$ cat config.mk
export PLATFORM = sky130hd
export DESIGN_NAME = clock_key_conditioner
export DESIGN_NICKNAME = d
export VERILOG_FILES = /design/src/rtl/clock_key_conditioner.sv
export SDC_FILE = /design/constraint.sdc
export NUM_CORES = 1
export LEC_CHECK = 0
export ABC_AREA = 1
export CAP_MARGIN = 20
export CORE_MARGIN = 2
export CORE_UTILIZATION = 25
export DETAILED_ROUTE_END_ITERATION = 16
export PLACE_DENSITY = 0.42
export SLEW_MARGIN = 30
export SYNTH_ARGS = -nofsm -noshare
export SYNTH_HDL_FRONTEND = slang
export SYNTH_SLANG_ARGS = --single-unit
export TNS_END_PERCENT = 100
$ cat constraint.sdc
create_clock -name CLOCK_50 -period 2.7 [get_ports CLOCK_50]
set_input_delay 0.675 -clock CLOCK_50 [delete_from_list [all_inputs] [get_ports CLOCK_50]]
set_output_delay 0.675 -clock CLOCK_50 [all_outputs]
set_load 0.05 [all_outputs]
$ cat src/rtl/clock_key_conditioner.sv
// Two-key conditioner: sync, debounce and optional auto-repeat for the clock.
// Ports: CLOCK_50, RST (async high), MIN_RAW/HR_RAW (raw, active-low) in;
//   MIN_KEY/HR_KEY (one-cycle active-low strobes), held[1:0] (hr, min) out.
// Build option: define KEY_AUTOREPEAT_EN for held-key auto-repeat strobes.
module clock_key_conditioner #(
  parameter int unsigned DEBOUNCE_CYCLES = 1000000,
  parameter int unsigned REPEAT_DELAY    = 25000000,
  parameter int unsigned REPEAT_RATE     = 10000000
) (
  input  logic       CLOCK_50,
  input  logic       RST,
  input  logic       MIN_RAW,
  input  logic       HR_RAW,
  output logic       MIN_KEY,
  output logic       HR_KEY,
  output logic [1:0] held
);

  localparam int CW = 32;
  localparam logic [CW-1:0] ONE  = CW'(1);
  localparam logic [CW-1:0] CMAX = '1;
  localparam logic [CW-1:0] DB_LAST = CW'(DEBOUNCE_CYCLES - 1);
  localparam logic [CW-1:0] RD_LAST = CW'(REPEAT_DELAY - 1);
  localparam logic [CW-1:0] RR_LAST = CW'(REPEAT_RATE - 1);

`ifdef KEY_AUTOREPEAT_EN
  localparam bit AR_EN = 1'b1;
`else
  localparam bit AR_EN = 1'b0;
`endif

  typedef enum logic [2:0] {
    IDLE, DEB_PRESS, HELD, REPEAT, DEB_REL
  } state_t;

  logic [1:0] raw;
  logic [1:0] kv;
  logic [1:0] hv;

  assign raw     = {HR_RAW, MIN_RAW};
  assign MIN_KEY = kv[0];
  assign HR_KEY  = kv[1];
  assign held    = hv;

  for (genvar c = 0; c < 2; c++) begin : g_ch
    logic          s1, s2, sync;
    state_t        state, nstate;
    logic [CW-1:0] cnt, ncnt, cinc;
    logic          strb, fire;
    logic          rd_due, rr_due;
    logic          hold_o, key_o;

    always_ff @(posedge CLOCK_50 or posedge RST) begin
      if (RST) begin
        s1 <= 1'b1;
        s2 <= 1'b1;
      end else begin
        s1 <= raw[c];
        s2 <= s1;
      end
    end

    assign sync = s2;

    always_ff @(posedge CLOCK_50 or posedge RST) begin
      if (RST) begin
        state <= IDLE;
        cnt   <= '0;
        strb  <= 1'b0;
      end else begin
        state <= nstate;
        cnt   <= ncnt;
        strb  <= fire;
      end
    end

    // Saturating increment; the strobe guard keeps strobes apart
    // even for degenerate one-cycle delay/rate settings.
    assign cinc   = (cnt == CMAX) ? cnt : cnt + ONE;
    assign rd_due = (cnt >= RD_LAST) && !strb;
    assign rr_due = (cnt >= RR_LAST) && !strb;

    // Debounce states test the incremented count so that the
    // first low sample (seen in IDLE) counts as stable cycle one.
    always_comb begin
      nstate = state;
      ncnt   = cnt;
      fire   = 1'b0;
      unique case (state)
        IDLE: begin
          if (!sync) begin
            nstate = DEB_PRESS;
            ncnt   = '0;
          end
        end
        DEB_PRESS: begin
          if (sync) begin
            nstate = IDLE;
            ncnt   = '0;
          end else if (cinc >= DB_LAST) begin
            nstate = HELD;
            ncnt   = '0;
            fire   = 1'b1;
          end else begin
            ncnt = cinc;
          end
        end
        HELD: begin
          if (sync) begin
            nstate = DEB_REL;
            ncnt   = '0;
          end else if (AR_EN && rd_due) begin
            nstate = REPEAT;
            ncnt   = '0;
            fire   = 1'b1;
          end else begin
            ncnt = cinc;
          end
        end
        REPEAT: begin
          if (sync) begin
            nstate = DEB_REL;
            ncnt   = '0;
          end else if (rr_due) begin
            ncnt = '0;
            fire = 1'b1;
          end else begin
            ncnt = cinc;
          end
        end
        DEB_REL: begin
          if (!sync) begin
            nstate = HELD;
            ncnt   = '0;
          end else if (cinc >= DB_LAST) begin
            nstate = IDLE;
            ncnt   = '0;
          end else begin
            ncnt = cinc;
          end
        end
        default: begin
          nstate = IDLE;
          ncnt   = '0;
        end
      endcase
    end

    always_comb begin
      hold_o = (state == HELD) || (state == REPEAT) ||
               (state == DEB_REL);
      key_o  = ~strb;
    end

    assign hv[c] = hold_o;
    assign kv[c] = key_o;
  end

endmodule

-- Word-level counts from Yosys, hierarchy flattened
Cells that the tools add are included.
- register bits after elaboration: 76
- bits in latches: 0
- memory bits (writable): 0
- memories: 0
- logic and storage cells: 92
- output and inout bits: 4
- ROM bits: 0
- add/sub/neg operators: 2
- bitwise logic cells: 2
- equality and inequality tests: 18
- $lt $le $gt $ge: 4
- shift-type cells: 0
- div/mod/pow operators: 0
- multipliers: 0
- mux-type cells: 42
- reduce and logical (&&, ||, !) cells: 14
- operator list (kind ; count):
    $mux 32 ; 16
    $pmux 32 s5 ; 2
    $add 32x1->32 const B ; 2
    $eq 32x32->1 const B ; 2
    $ge 32x20->1 const B ; 2
    $ge 32x24->1 const B ; 2
    $mux 3 ; 12
    $pmux 3 s4 ; 2
    $eq 3x2->1 const B ; 4
    $ne 3x3->1 const B ; 4
    $mux 1 ; 8
    $reduce_and 4->1 ; 2
    $eq 3x1->1 const B ; 2
    $eq 3x3->1 const B ; 2
    $logic_not 3->1 ; 2
    $logic_or 1x1->1 ; 4
    $ne 2x1->1 const B ; 2
    $ne 2x2->1 const B ; 2
    $pmux 1 s2 ; 2
    $reduce_or 2->1 ; 2
    $logic_and 1x1->1 ; 2
    $logic_not 1->1 ; 2
    $not 1->1 ; 2

-- Depth between registers and ports, before layout
Gate-level depths: netlist of the first run.
- word-level depth: 6
- depth in mapped cells: 20

-- Worst setup path before layout of the first run
OpenSTA, ideal clock, no wires.
- path kind: register to register
- from: reg g_ch[1].cnt[1]
- to: reg g_ch[1].cnt[6]
- buffers on the path: 2
- path slack: 0.418 ns
- clock period less this slack: 2.282 ns
- cell stages (with the launch flop): 21
- setup time: 0.117 ns
- arrival time: 2.166 ns
- path through: dfrtp_1 ha_1 nand2_2 nor2_4 nand2_4 nor2_8 nand2_2 buf_6 nand2_1 nand2_1 nor2_1 nand3_1 nand2_1 nand2_1 nand2_1 nand2_1 nand3_2 nand2_2 buf_6 nand2_1 nand2_1
- cells in the longest elaborated chain, start to end: 6
- elaborated cells on any way between the ends: 13
- those cells by class: add/sub: 1; order compare: 2; eq/ne: 1; mux: 8; reduce/logical: 1
- RTL lines (element ; RTL line ; text):
    start: declaration ; 48 ; logic [CW-1:0] cnt, ncnt, cinc;
    start signal: assignment ; 72 ; cnt <= ncnt;
    $add 32x1->32 / $eq 32x32->1 (equally long branches) ; 79 ; assign cinc = (cnt == CMAX) ? cnt : cnt + ONE;
    $mux 32 ; 79 ;
    $ge 32x20->1 ; 100, 135 ;
    $mux 32 ; 100, 135 ;
    $mux 32, on equally long branches ; 132, 97 ;
    $pmux 32 s5 * ; 89 ; unique case (state)
Mark *: on every way between the ends. The rest lies on a longest branch, timed or not.
A chain may end at the register's enable or synchronous reset.

-- Final worst setup path of the first run
- from: reg g_ch[0].state[1]
- to: out held[0]
- cells in the longest elaborated chain, start to end: 3
- elaborated cells on any way between the ends: 5
- those cells by class: eq/ne: 3; reduce/logical: 2
- RTL lines (element ; RTL line ; text):
    start: declaration ; 47 ; state_t state, nstate;
    start signal: assignment ; 71 ; state <= nstate;
    $eq 3x2->1 ; 150 ; hold_o = (state == HELD) || (state == REPEAT) ||
    $logic_or 1x1->1 ; 150 ;
    $logic_or 1x1->1 * ; 150 ;
    end: declaration ; 16 ; output logic [1:0] held
Marks and branches as above.

==> flow_results.org, run 1 <==
** Cells and area
- Cell area after layout :: ~7500 um2
- Share of post-route cells with drive strength above 1 :: 13.1%
- The sequential cells in the finished layout cover a total of ~1900 um2.
- Utilization after layout :: ~30%
- Number of antenna repair diodes :: 0
- Growth of design area from synthesis to finish :: 20.7%
- In the final layout, the multi-input gates occupy ~3800 um2.
- Final net count :: between 1000 and 1500
- Counting the fill cells in the layout gives roughly 2700.

** Detailed routing
- After detailed routing, the average wire length per cell comes to around 13 um.
- For this block, the via count after detailed routing is 6297.
- For this run, design rule violations remaining after detail routing come to 0.
- After the first detailed-routing iteration, the DRC count stood at ~390.
- For this run, the detailed router's first-pass iteration total came to 6.
- Count of antenna-violating nets left after detailed routing :: 0
- Using the TritonRoute via totals, the vias-per-cell ratio works out to roughly 4.5.
- Summed over all layers, the routed wires come to 18800 um.

** CTS
- Clock tree synthesis selected as its root buffer the cell sky130_fd_sc_hd__clkbuf_16.
- TritonCTS built the clock tree.
- TritonCTS created 9 clock buffers.
- After clock tree synthesis, the clock-pin slew on the worst setup and hold paths is 60 ps.
- CTS built an H-tree with a depth of 3.
- The tree built by TritonCTS fans out to 76 sinks.
- Later-pin clock latency in the skew report :: ~350 ps
- Hold buffers post-CTS :: 0
- Max Buffers Root-to-Sink :: 2
- # Post-CTS Setup Buffers :: 0

** GRT
- Number of antenna violations at the first check in global routing :: 0
- Congestion Overflow GR :: 0
- The via count of the first global-routing pass is just under 6000.
- The first global-routing pass estimated approximately 31000 um of wire.
- Largest net degree at the start of global routing :: 33
- Total global routing track utilization :: 15.0%

** Power and ir drop
- Power per Cell Area :: just under 500 nW/um2
- Summed over all cells, the static leakage comes to about 3.7 nW.
- Largest vdd supply drop :: around 360 uV

** Floorplan
- After floorplanning, the core was divided into 57 placement rows.
- For this design the top-level I/O count stands at 8.
- Horizontal die dimension :: roughly 160 um
- The die covers between 20000 and 30000 um2.
- Once the floorplan was initialized, standard cells occupied roughly a quarter of the core.
- From bottom edge to top edge, the die measures approximately 160 um.
- Area of the core :: 24300 um2

** Worst setup path
- Of all nets on the critical path, the largest fanout is 4.
- Type of destination of the critical path :: output port
- Worst flop-to-flop path startpoint :: g_ch[0].cnt[0]
- Data required time at the worst endpoint :: approximately 2000 ps
- The endpoint identified for the worst register-to-register timing path is g_ch[0].cnt[18].
- Number of cells on the worst reg-to-reg path :: 16
- Crit Path Class :: register to output port
- The worst setup path is launched from a register.
- Critical path data arrival time :: between 1500 and 2000 ps
- Launching element of the worst setup path :: g_ch[0].state[1]
- In this run the register-to-register setup slack is between 200 and 250 ps.

** Yosys
- Net count after synthesis :: about 1000
- Number of synthesized register bits :: 76
- Share of async-settable or async-resettable flops after synthesis :: 100%
- Gate count after technology mapping :: between 1000 and 1500
- The netlist uses 39 different library cells.
- The Yosys step of the flow raised 0 warnings.
- Post-synthesis cell area :: just over 6000 um2
- Dominant synthesized flop cell :: sky130_fd_sc_hd__dfrtp_1
- The synthesized design contains 0 enable-type register cells.
- Summing the sequential cell areas from Yosys gives between 30 and 40% of the chip area.
- The average instance in the mapped netlist occupies between 6 and 7 um2.

** Place
- Number of input and output port buffers inserted :: 7
- In this run the cell area measured after placement is between 7000 and 8000 um2.
- DP Worst Slack :: 47.7 ps
- The wire-length estimate of the detail-placed layout is roughly 15000 um.
- Routability-driven placement finished with a final weighted congestion of 0.860.

** Timing
- Setup violations remaining at the end of the flow were counted as 0.
- Worst slack on hold paths :: 357 ps
- Final Max Tran Viols :: 0
- Setup slack after layout :: about 140 ps
- Worst Max-Slew Pin Slew :: just over 500 ps
- The final hold violation count came to 0.
- Between clock sinks in the finished design, the worst skew comes to approximately 9.6 ps.
- Final min period :: between 2000 and 3000 ps
- Final worst path period share :: between 90% and 100%
- Summed over all failing endpoints, the final setup total negative slack is 0 ps.
- Setup repair after global routing left no endpoint under its margin.
- The worst pin sits at a relative slew slack of 66.4%.
- For this run, the top clock speed supported by timing is between 0.3 and 0.4 GHz.

** Worst hold path
- Along the worst hold path, the cell count comes to 0.
- The worst hold path belongs to the class register to register.
- Hold Path Sink :: g_ch[0].s2
- Hold Path Origin :: g_ch[0].s1

** Run status
- Outcome :: finished clean

** Run
- Max-cap violations in this run came to 0.
[area by class of cell]
class / instances / share of cell area, %
Tap cell: 324 / 5.43
Clock buffer: 14 / 3.27
Clock inverter: 2 / 0.805
Multi-Input combinational cell: 810 / 51.1
Timing Repair Buffer: 77 / 8.79
Sequential cell: 76 / 25.6
Inverter: 99 / 5.00
[critical path: stages, from the launching register on]
cell and delay (ps):
sky130_fd_sc_hd__dfrtp_1 400, sky130_fd_sc_hd__nor2_1 140, sky130_fd_sc_hd__nand2_1 100, sky130_fd_sc_hd__nand2_1 90
sky130_fd_sc_hd__clkdlybuf4s50_1 800
[how the worst max path moves through the flow]
stage	cells after the start	endpoint
2_1_floorplan	1	g_ch[0].cnt[0]
3_3_place_gp	17	g_ch[0].cnt[18]
3_5_place_dp	17	g_ch[0].cnt[18]
4_1_cts	17	g_ch[0].cnt[18]
5_1_grt	18	g_ch[0].cnt[19]
6_report	4	held[0]
[synth_stat cells, types with 6 or more instances]
library cell | n | share of area (%)
sky130_fd_sc_hd__a21oi_1 | 6 | 0.49
sky130_fd_sc_hd__buf_6 | 6 | 1.1
sky130_fd_sc_hd__clkbuf_1 | 17 | 1.0
sky130_fd_sc_hd__dfrtp_1 | 72 | 29
sky130_fd_sc_hd__inv_1 | 97 | 5.9
sky130_fd_sc_hd__nand2_1 | 425 | 26
sky130_fd_sc_hd__nand2_2 | 10 | 1.0
sky130_fd_sc_hd__nand3_1 | 101 | 8.2
sky130_fd_sc_hd__nand3b_1 | 10 | 1.2
sky130_fd_sc_hd__nand4_1 | 38 | 3.8
sky130_fd_sc_hd__nor2_1 | 118 | 7.2
sky130_fd_sc_hd__nor2_2 | 6 | 0.61
sky130_fd_sc_hd__nor3_1 | 19 | 1.5
sky130_fd_sc_hd__o21ai_0 | 13 | 1.1
sky130_fd_sc_hd__xnor2_1 | 10 | 1.4
sky130_fd_sc_hd__xor2_1 | 16 | 2.3
[metal layers]
layer | part of all wire, % | routed length [um] | GRT usage [%]
met1 | 54 | 10200 | 23.0
met2 | 42 | 7890 | 22.5
met3 | 3.1 | 592 | 1.98
met4 | 0.98 | 184 | 3.17
met5 | 0 | 0 | 0
[power breakdown]
group / total, mW / internal, mW / switching [mW]
Clock: 1.32 / 0.814 / 0.503
Combinational: 1.10 / 0.361 / 0.738
Sequential: 1.28 / 1.21 / 0.0717
Total: 3.70 / 2.38 / 1.31
[registers in the layout, indices dropped and copies added, names as in the netlist]
signal,cells
g_ch.cnt,64
g_ch.strb,2
g_ch.s1,2
g_ch.s2,2
g_ch.state,6
[logic make-up after synthesis]
group                    synth area share (%)
AND/OR/NAND/NOR                          52.7
buffers and inverters                    8.99
flip-flops                               30.9
AO/OA/AOI/OAI                            3.32
XOR/XNOR                                 3.68
adder cells (fa/ha/maj)                 0.405
[cells in the final DEF (no fill, tap or decap), types with 3 or more instances in the layout]
cell / count
sky130_fd_sc_hd__nor2_1: 106
sky130_fd_sc_hd__xor2_1: 15
sky130_fd_sc_hd__dfstp_2: 4
sky130_fd_sc_hd__nand3b_1: 10
sky130_fd_sc_hd__buf_12: 4
sky130_fd_sc_hd__nor2_2: 15
sky130_fd_sc_hd__inv_1: 95
sky130_fd_sc_hd__nand3_1: 101
sky130_fd_sc_hd__o21ai_0: 13
sky130_fd_sc_hd__nor4_1: 5
sky130_fd_sc_hd__clkdlybuf4s50_1: 6
sky130_fd_sc_hd__a21oi_1: 5
sky130_fd_sc_hd__nand3_2: 3
sky130_fd_sc_hd__xnor2_1: 10
sky130_fd_sc_hd__o21bai_1: 4
sky130_fd_sc_hd__o211ai_1: 3
sky130_fd_sc_hd__nor3_2: 3
sky130_fd_sc_hd__nor2_4: 8
sky130_fd_sc_hd__clkbuf_16: 9
sky130_fd_sc_hd__dfrtp_1: 70
sky130_fd_sc_hd__buf_4: 64
sky130_fd_sc_hd__nand2_1: 423
sky130_fd_sc_hd__nor3_1: 17
sky130_fd_sc_hd__nand4_1: 38
sky130_fd_sc_hd__nand2_2: 12
sky130_fd_sc_hd__clkbuf_1: 5
[per-stage QoR]
step           std cells  power (mW)
4_1_cts             1402        3.75
5_1_grt             1402        3.96
6_report            1402        3.70
2_1_floorplan       1017        2.05
3_3_place_gp        1386        2.41
3_5_place_dp        1386        2.39
[what timing repair did]
| action | CTS | global route |
|---|---|---|
| endpoints found under the hold margin | 0 | 0 |
| endpoints found under the setup margin | 0 | 57 |
| resized for setup | 0 | 30 |
Power figures use the tool's default switching activity.
==> run 2, diff against run 1 <==
- ABC_AREA: 1 -> not set
==> flow_results.org, run 2 <==
** Worst setup path
- Critical path depth in cells :: 13 (+9)
- Number of cells on the worst reg-to-reg path :: 13 (-3)
- Critical path data arrival time :: 3720 ps (+1840 ps)
- Crit path cell chain :: ha_4, and4_4, and4_4, a2111oi_4, mux2_4, o2111a_2, a2111oi_4, buf_4, a2111oi_4, nor3_4, buf_12, o21ai_1, mux2_2
- The maximum fanout along the worst path is 26 (+22).
- Slowest CP cell :: sky130_fd_sc_hd__dfrtp_1
- Reg2Reg Capture Point :: g_ch[0].cnt[25]
- By startpoint and endpoint, the worst setup path is classified as register to register.
- Worst R2R Setup Slack :: -800 ps (-1010 ps)
- The maximum cell stage delay along the critical path is 420 ps (-380 ps).
- The critical path ends at g_ch[0].cnt[25].
- STA classifies the critical path endpoint as a register.
- Among the stages of the critical path, the cell type that occurs most often is sky130_fd_sc_hd__a2111oi_4.
- The startpoint identified for the worst register-to-register timing path is g_ch[0].cnt[0].
- Launching element of the worst setup path :: g_ch[0].cnt[0]
- The total buffers and inverters traversed by the critical path came to 2 (+1).
- Kind of cell adding the most delay to the critical path :: compound AO/OA/AOI/OAI gates
- Data required time at the worst endpoint :: 2930 ps (+900 ps)
- Kind of start point of the critical path :: register

** Detailed routing
- Count of antenna-violating nets left after detailed routing :: 0 (unchanged)
- The average routed wire per standard cell was 17.1 um (+27%).
- The post-detailed-route DRC marker count was 0 (unchanged).
- The mean number of vias per cell is 5.30 (+18%).
- DRT Pass-1 Iters :: 6 (unchanged)
- The vias after detailed routing came to 6502 (+3.3%).
- Post-detailed-routing wire length :: 21000 um (+11%)
- The number of DRC violations after detailed-routing iteration 0 was 311 (-19%).

** CTS
- The number of clock sinks was 76 (unchanged).
- The total clock buffers created by CTS was 9 (unchanged).
- TritonCTS clock tree :: built
- Later-pin clock latency in the skew report :: 350 ps (about the same)
- CTS HTree Levels :: 3 (unchanged)
- Clock-pin transition on the worst setup and hold timing paths :: 70 ps (about the same)
- Clock tree synthesis selected as its root buffer the cell sky130_fd_sc_hd__clkbuf_16.
- The maximum buffer depth of the clock tree is 2 (unchanged).

** Place
- The half-perimeter wire length of the detailed placement result is 14400 um (-1.3%).
- The number of port buffers came to 7 (unchanged).
- Number of cells after detailed placement :: 1167 (-16%)
- Weighted congestion reported at the end of routability-driven placement :: 0.857 (-0.40%)

** Floorplan
- The I/O pin count is 8 (unchanged).
- Area of the core :: 22700 um2 (-6.6%)
- Die Area :: 24500 um2 (-5.8%)
- Initial standard-cell utilization of the core :: 25.6% (+0.19 points)
- The number of standard-cell rows in the floorplan came to 55 (-3.5%).
- The width of the die is 157 um (-2.9%).
- Die Y :: 157 um (-2.9%)

** GRT
- Via count of the first global-routing pass :: 6444 (+8.1%)
- The largest net degree at the start of global routing came to 39 (+18%).
- The initial antenna violation count was 0 (unchanged).
- The total congestion overflow is 0 (unchanged).
- The wire length of the first global-routing pass is 34000 um (+8.1%).
- Total global routing track utilization :: 17.7% (+2.6 points)

** Timing
- The clock period minus worst slack came to 3500 ps (+940 ps).
- The normalized max-slew margin is 43.4% (-23 points).
- The measured slew at the worst slew-check pin is 847 ps (+343 ps).
- Number of hold violations in the final report :: 0 (unchanged)
- The post-layout worst setup margin was -796 ps (-940 ps).
- The max-slew violation count was 0 (unchanged).
- The post-route clock skew came to 10.3 ps (+0.656 ps).
- Final worst path period share :: 129% (+35 points)
- The number of setup violations in the final report is 72 (+72).
- Peak clock frequency supported by timing :: 0.286 GHz (-27%)
- Unrepaired setup endpoints after global routing :: yes

** Power and ir drop
- Internal Dissipation :: 2.18 mW (-8.6%)
- Part of the power in the clock network :: 50.7% (+15 points)
- Net switching power :: 703 uW (-46%)
- The part of the total power dissipated in combinational logic was 9.1% (-21 points).
- Proportion of power drawn by flip-flops and latches :: 40.3% (+5.6 points)
- Share of total power consumed by net switching :: 24.4% (-11 points)
- The reported leakage power came to 4.08 nW (+10%).
- The worst-case vdd ir drop came to 277 uV (-23%).
- The power per standard cell area came to 308 nW/um2 (-38%).

** Yosys
- The post-synth net total came to 708 (-31%).
- The area share of the largest cell type after synthesis was 31.0% (+1.8 points).
- Most common cell in the synthesized netlist :: sky130_fd_sc_hd__dfrtp_1
- Post-synthesis cell area :: 5810 um2 (-5.9%)
- The count of cell types in the netlist was 81 (+110%).
- The flip-flop and latch count after synthesis came to 76 (unchanged).
- The cell count after synthesis is 702 (-31%).
- Number of flops mapped to enable cells by yosys :: 0 (unchanged)
- Top cell type by total area after synthesis :: sky130_fd_sc_hd__dfrtp_1
- Most numerous cell types in the synthesized netlist :: sky130_fd_sc_hd__dfrtp_1 (72), sky130_fd_sc_hd__nand2_1 (62), sky130_fd_sc_hd__o21ai_0 (54)
- The average cell area after synthesis is 8.28 um2 (+36%).
- Dominant synthesized flop cell :: sky130_fd_sc_hd__dfrtp_1
- The fraction of registers with async set/reset is 100% (unchanged).
- Total of warnings raised by yosys :: 0 (unchanged)
- Sequential element share of the synthesized area :: 32.8% (+1.9 points)
- Sorting the synthesized cells by area gives the leading types as sky130_fd_sc_hd__dfrtp_1 (31%), sky130_fd_sc_hd__o21ai_0 (4.6%), sky130_fd_sc_hd__nand2_1 (4.0%).

** Cells and area
- Most used cells in the layout excluding fill and tap cells :: sky130_fd_sc_hd__buf_4 (237), sky130_fd_sc_hd__dfrtp_1 (69), sky130_fd_sc_hd__nand2_1 (57)
- Number of antenna repair diodes :: 0 (unchanged)
- Top register by number of flip-flops :: g_ch.cnt
- In the final layout, the registers with the most flip-flops are g_ch.cnt x64, g_ch.state x6.
- Flip-flop count of the largest register after layout :: 64 (unchanged)
- The area growth from synthesis to layout is 61.3%.
- Post-layout instance count excluding filler cells :: 1226 (-13%)
- The share of cells above drive strength 1 was 45.5% (+32 points).
- The library cell used most frequently in the layout, excluding fill and tap cells, is sky130_fd_sc_hd__buf_4.
- The count of fill cells added during filler insertion is 2237 (-18%).
- The end-of-flow core utilization is 41.3% (+11 points).
- The layout net count came to 942 (-13%).

** Worst hold path
- The worst hold path begins at g_ch[0].s1.
- Type of the tightest min-delay check :: register to register

** Run
- Count of maximum capacitance violations :: 0 (unchanged)

** Run status
- Violated checks :: negative setup slack
- The run finished, with violations left.
run 2: power groups by stage:
stage | clock, mW | sequential (mW) | combinational, mW
after CTS | 1.50 | 1.16 | 0.267
after global placement | 0 | 1.18 | 0.171
after floorplan | 0 | 1.18 | 0.105
after detailed placement | 0 | 1.18 | 0.174
final | 1.46 | 1.16 | 0.261
after global routing | 1.53 | 1.16 | 0.279
run 2: cells by family (layout without fill, tap and decap cells):
| family | count (synthesis) | count (layout) | share of synthesized area [%] |
|---|---|---|---|
| XOR/XNOR | 17 | 17 | 2.56 |
| buffers and inverters | 72 | 311 | 5.59 |
| adder cells (fa/ha/maj) | 2 | 2 | 0.430 |
| multiplexers | 10 | 10 | 1.76 |
| flip-flops | 76 | 76 | 32.8 |
| AO/OA/AOI/OAI | 211 | 211 | 25.3 |
| AND/OR/NAND/NOR | 314 | 314 | 31.5 |
run 2: stage by stage:
step | hold slack [ps] | TNS [ps] | instance area, um2 | worst slack [ps] | total power, mW
2_1_floorplan | 345 | -35170 | 6080 | -675 | 1.29
3_5_place_dp | 349 | -50830 | 7920 | -1030 | 1.36
6_report | 358 | -41210 | 9380 | -796 | 2.88
3_3_place_gp | 346 | -49090 | 7920 | -853 | 1.35
5_1_grt | 361 | -53620 | 9380 | -929 | 2.98
4_1_cts | 359 | -43100 | 9130 | -830 | 2.93
run 2: timing repair:
item	in CTS	in global routing
endpoints found under the setup margin	72	72
pin swaps	57	33
hold buffers	0	0
cloned	12	0
resized for setup	102	44
buffers inserted	28	10
run 2: how the worst min path moves through the flow:
stage,slack [ps],cells after the start,endpoint
floorplan,350,0,g_ch[0].s2
global placement,350,0,g_ch[0].s2
detailed placement,350,0,g_ch[0].s2
CTS,360,0,g_ch[0].s2
global route,360,0,g_ch[0].s2
finish,360,0,g_ch[0].s2
run 2: area by class of cell:
| type | count | area [um2] | area share, % |
|---|---|---|---|
| Clock inverter | 7 | 124 | 1.32 |
| Inverter | 18 | 68.8 | 0.734 |
| Clock buffer | 9 | 225 | 2.40 |
| Tap cell | 285 | 357 | 3.80 |
| Multi-Input combinational cell | 554 | 4300 | 45.9 |
| Sequential cell | 76 | 1910 | 20.4 |
| Timing Repair Buffer | 277 | 2390 | 25.5 |
run 2: routing by layer:
| layer | global-route usage (%) | vias up | part of all wire [%] |
|---|---|---|---|
| met5 | 0 | - | 0 |
| met4 | 6.60 | 0 | 2.2 |
| met3 | 2.80 | 36 | 2.8 |
| met2 | 30.7 | 118 | 50 |
| met1 | 22.0 | 3199 | 45 |
| li1 | - | 3149 | - |
run 2: worst register-to-register path, cell delays in order (launching register included):
cell                        delay [ps]
sky130_fd_sc_hd__dfrtp_1           420
sky130_fd_sc_hd__ha_4              200
sky130_fd_sc_hd__and4_4            150
sky130_fd_sc_hd__and4_4            180
sky130_fd_sc_hd__a2111oi_4         320
sky130_fd_sc_hd__mux2_4            330
sky130_fd_sc_hd__o2111a_2          280
sky130_fd_sc_hd__a2111oi_4         350
sky130_fd_sc_hd__buf_4             200
sky130_fd_sc_hd__a2111oi_4          70
sky130_fd_sc_hd__nor3_4            320
sky130_fd_sc_hd__buf_12            220
sky130_fd_sc_hd__o21ai_1            80
sky130_fd_sc_hd__mux2_2            260
==> run 3, diff against run 2 <==
- ABC_CLOCK_PERIOD_IN_PS: not set -> 2700
==> results of run 3 <==
Same layout as run 2: the final DEF is identical, and so are final timing and power.
